### src/rtl/reg_ram_1rw.sv
// ============================================================================
//  Module      : reg_ram_1rw
//  Description : Single-port register-array RAM, shared address, one write
//                port and a 1-cycle registered read port. Read-during-write is
//                read-first unless REG_RAM_WRITE_FIRST_EN is defined.
//  Revision    : 1.0 - initial release
// ============================================================================
`default_nettype none

module reg_ram_1rw #(
  parameter int WIDTH    = 32,
  parameter int LG_DEPTH = 5
) (
  input  logic                clk,
  input  logic                reset,
  input  logic [LG_DEPTH-1:0] addr,
  input  logic [WIDTH-1:0]    wr_data,
  input  logic                wr_en,
  output logic [WIDTH-1:0]    rd_data
);

  localparam int c_DEPTH = 2 ** LG_DEPTH;

  logic [WIDTH-1:0] r_mem [c_DEPTH];
  logic [WIDTH-1:0] r_rd_data;
  logic             w_wr_fire;

  assign w_wr_fire = wr_en && !reset;

  // Storage has no reset; only the write is gated so reset drops a pending write.
  always_ff @(posedge clk) begin
    if (w_wr_fire) begin
      r_mem[addr] <= wr_data;
    end
  end

  always_ff @(posedge clk) begin
    if (reset) begin
      r_rd_data <= '0;
    end else begin
`ifdef REG_RAM_WRITE_FIRST_EN
      if (wr_en) begin
        r_rd_data <= wr_data;
      end else begin
        r_rd_data <= r_mem[addr];
      end
`else
      r_rd_data <= r_mem[addr];
`endif
    end
  end

  assign rd_data = r_rd_data;

endmodule

`default_nettype wire

### config.mk
export PLATFORM = sky130hd
export DESIGN_NAME = reg_ram_1rw
export DESIGN_NICKNAME = d
export VERILOG_FILES = /design/src/rtl/reg_ram_1rw.sv
export SDC_FILE = /design/constraint.sdc
export NUM_CORES = 1
export LEC_CHECK = 0
export ABC_AREA = 1
export CAP_MARGIN = 20
export CORE_MARGIN = 5
export CORE_UTILIZATION = 30
export CTS_CLUSTER_DIAMETER = 30
export DETAILED_ROUTE_END_ITERATION = 16
export GPL_TIMING_DRIVEN = 0
export PLACE_DENSITY = 0.56
export REMOVE_ABC_BUFFERS = 1
export SLEW_MARGIN = 20
export SYNTH_ARGS = -nofsm -noshare
export SYNTH_HDL_FRONTEND = slang
export SYNTH_SLANG_ARGS = --single-unit
export TNS_END_PERCENT = 50
### constraint.sdc
create_clock -name clk -period 3.92 [get_ports clk]
set_input_delay 1.176 -clock clk [delete_from_list [all_inputs] [get_ports clk]]
set_output_delay 1.176 -clock clk [all_outputs]
set_load 0.01 [all_outputs]
======== After elaboration in Yosys (flattened, before gate mapping) ========
Memories as Yosys holds them, arrays and structs flattened. A register that Yosys moved wholly into a read port is not among the register bits.
Index checks and enable logic that the tools add are counted.
word-level totals
  flip-flop bits (word level) ............. 0
  latch bits .............................. 0
  RAM bits ................................ 1,024
  ROM bits ................................ 0
  bits of input ports ..................... 40
  output and inout port bits .............. 32
  word-level logic and storage cells ...... 5
  memories kept ........................... 1
memories
  name   depth  width  read ports  clocked after Yosys merged registers in  wr ports  RTL line  text
  r_mem  32     32     1           1                                        1         24        logic [WIDTH-1:0] r_mem [c_DEPTH];
cells by class
  $add $sub $neg .......................... 0
  multipliers ............................. 0
  divide/modulo/power cells ............... 0
  order comparisons ....................... 0
  equal/unequal tests ..................... 0
  shifts and indexed selects .............. 0
  mux-type cells .......................... 2
  bitwise operators ....................... 0
  reduce and logical (&&, ||, !) cells .... 2
operator list
  operator           number
  1-bit 2-to-1 mux   2
  1-bit logical AND  1
  1-bit zero test    1

======== Logic depth before layout (Yosys ltp) ========
  depth after elaboration ................. 4
  gate-level depth with buffers ........... 11

======== Least setup slack after synthesis ========
OpenSTA, ideal clock, no wires.
  path type ............................... input port to flip-flop
  start point ............................. in addr[1]
  end point ............................... mem r_mem[24][0] (enable)
  arrival ................................. 3.458 ns
  required time ........................... 3.499 ns
  path slack .............................. 0.041 ns
  stages on the path ...................... 5
  cell sequence ........................... clkinv_1 -> clkbuf_1 -> clkbuf_1 -> nand3_1 -> nor2_1
RTL lines
  item         RTL line  text
  from (decl)  16        input logic [LG_DEPTH-1:0] addr,
  to (decl)    24
Straight into the memory's write port.

======== Final worst setup path ========
  start point ............................. in addr[0]
  end point ............................... mem r_mem[16][5] (enable)
Straight into the memory's write port.

==> flow_metrics.tcl <==
set metrics [dict create \
    ys_seq_area_share_pct 73.0 \
    worstPathRequired_ns 4.40 \
    ys_seq_elements 1056 \
    overflow 0 \
    clockBufferDepth 3 \
    die_h_um 389 \
    fin_crit_ns 3.86 \
    max_stage_delay_ns 0.53 \
    tightest_slew_ns 1.10 \
    fin_crit_sh_pct 98.6 \
    crit_top_cell "buf_16" \
    coreArea_um2 143000 \
    pin_count 72 \
    areaGrowthSynthToFinish_pct 30.6 \
    drtIter0Drc 2429 \
    drv_slew 0 \
    die_w_um 389 \
    drive_gt1_share_pct 12.8 \
    r2r_setup_slack_ns 2.50 \
    cts.htree.levels 4 \
    fin_skew_ns 0.0499 \
    p_leak_nw 22.5 \
    power_w 0.0331 \
    comb_power_share_pct 4.1 \
    fmax_mhz 259 \
    ys_top_cells_by_area "edfxtp_1, nand2_1, dfxtp_1, buf_2, nand3_1" \
    p_int_w 0.0259 \
    hold_viol 0 \
    cp_cell_sequence "buf_12, buf_16, buf_16, inv_8, buf_16, nand3_2, nor2_4, buf_16, buf_12" \
    relSlewSlack_pct 26.7 \
    row_count 139 \
    powerDensity_nw_per_um2 589 \
    nets 4325 \
    cp-end-kind "flip-flop" \
    clock_sinks 1056 \
    worstPathArrival_ns 4.35 \
    synthCells 4036 \
    die_area_um2 151000 \
    synth_top_cell_by_area "edfxtp_1" \
    swShare_pct 21.8 \
    synth_warnings 0 \
    cts_root_buf "clkbuf_16" \
    ant_nets 0 \
    viasPerCell 4.53 \
    cp_slowest_cell "nand3_2" \
    cp_max_fo 111 \
    multi_input_area_um2 10900 \
    grt_pass1_wl_mm 175 \
    crit_type "input pin to flip-flop" \
    grt_pass1_vias 27800 \
    irDropWorstVdd_v 0.000438 \
    regArea_um2 31400 \
    p_clk_share_pct 58.0 \
    cts_tree "done" \
    clkLatencyLatePin_ns 0.81 \
    grt_start_max_net_pins 112 \
    grt.met2_usage_pct 25.0 \
    ctsHoldBuffers 0 \
    io_buffers 71 \
    vias 29000 \
    wl_per_cell_um 18.6 \
    synthesis.area_um2 43000 \
    cts.reportedPaths.clkPinSlew_ns 0.04 \
    use_met1_pct 20.0 \
    synth_cell_type_count 16 \
    antenna_found_initial 4 \
    syn_avg_cell_area_um2 10.7 \
    status "finished, final reports clean" \
    totalWireLength_mm 119 \
    track_usage_pct 15.3 \
    fill_cells 13300 \
    cap_violations 0 \
    gp_congestion 0.690 \
    seqPwrFrac_pct 37.9 \
    start_util_pct 30.1 \
    grt_util_met3_pct 3.43 \
    drc_errors 0 \
    drtPass1Iterations 5 \
    critical_path.startpoint_type "input pin" \
    synth_top_area_share_pct 71.5 \
    fin_util_pct 39.3 \
    dp_hpwl_mm 66.9 \
    cts_buffers 226 \
    busiest_layer "met2" \
    hold_class "flip-flop to flip-flop" \
    switchingPower_w 0.00721 \
    finalSetupViolCount 0 \
    rsz0062_at_grt "no" \
]
## power by group through the flow
stage,Combinational (W),Sequential [W],Clock [W]
floorplan,0.000644,0.0128,0
global route,0.00150,0.0125,0.0201
detailed placement,0.00135,0.0128,0
CTS,0.00137,0.0126,0.0194
global placement,0.00159,0.0128,0
finish,0.00134,0.0125,0.0192
## registers in the layout (all words and copies together), names as in the netlist
name,flops
rd_data,32
r_mem,1024
## cells in the mapped netlist (all sizes together)
library cell	instances
nand2	2528
edfxtp	1024
buf	124
nand3	100
nor2	97
clkbuf	77
a21oi	32
dfxtp	32
inv	13
nor3	8
clkinv	1
## per-stage QoR
stage,setup slack [ns],hold slack (ns),instance area [um^2],std cells,TNS (ns)
final,0.0550,0.780,56100,6389,0
after global routing,0.0102,0.845,56100,6387,0
after CTS,-0.00120,0.775,56100,6374,-0.00120
after detailed placement,-1.55,0.774,47900,5917,-964.73
after global placement,-58.52,0.760,45200,5809,-
after floorplan,-4.07,0.683,42100,3835,-3005.91
## path summary, 6_finish.rpt
path,from,to,depth (start not counted)
max,addr[0],r_mem[16][5],9
min,r_mem[31][14],rd_data[14],6
max reg2reg,r_mem[9][30],rd_data[30],8
min reg2reg,r_mem[31][14],rd_data[14],6
## logic make-up (layout without fill, tap and decap cells)
| family | Yosys count | in the layout | share of synthesized area (%) |
|---|---|---|---|
| AOI/OAI and AO/OA | 32 | 32 | 0.372 |
| and+or+nand+nor | 2733 | 2733 | 24.4 |
| DFF | 1056 | 1056 | 73.0 |
| buffers and inverters | 215 | 661 | 2.26 |
| other | 0 | 4 | 0 |
## worst max-delay path: cells and delay by family
kind / cells / cell delay [ns]
buffers and inverters: 7 / 2.00
and+or+nand+nor: 2 / 0.89
## per-layer routing
metal	up-vias	wire, um
met5	-	20
met4	2	3530
met3	234	7430
met2	907	57100
met1	14000	50800
li1	13800	-
## repair_timing
| action | CTS | global route |
|---|---|---|
| resized for setup | 4 | 1 |
| pin swaps | 13 | 3 |
| setup buffers | 32 | 11 |
| setup endpoints to repair | 643 | 124 |
## area by class of cell
class	instances	share of cell area [%]
diodes	4	0.0178
flip-flops and latches	1056	55.9
multi-input cells	2765	19.4
clock buffers	256	10.4
repair buffers	222	6.23
inverters	14	0.125
clock inverters	169	3.70
well taps	1903	4.24
## cells in the final DEF (no fill, tap or decap), types with 28 or more instances in the layout
master | Yosys | final
nand2_1 | 2528 | 2528
edfxtp_1 | 1024 | 1024
clkbuf_16 | 0 | 228
nand3_1 | 100 | 96
nor2_1 | 97 | 65
buf_16 | 0 | 60
clkdlybuf4s50_1 | 0 | 52
clkinv_1 | 1 | 41
buf_4 | 0 | 39
bufinv_16 | 0 | 35
a21oi_1 | 32 | 32
nor2_4 | 0 | 32
dfxtp_1 | 32 | 32
clkinv_2 | 0 | 29
buf_12 | 0 | 29
clkbuf_1 | 77 | 28
Power figures use the tool's default switching activity.
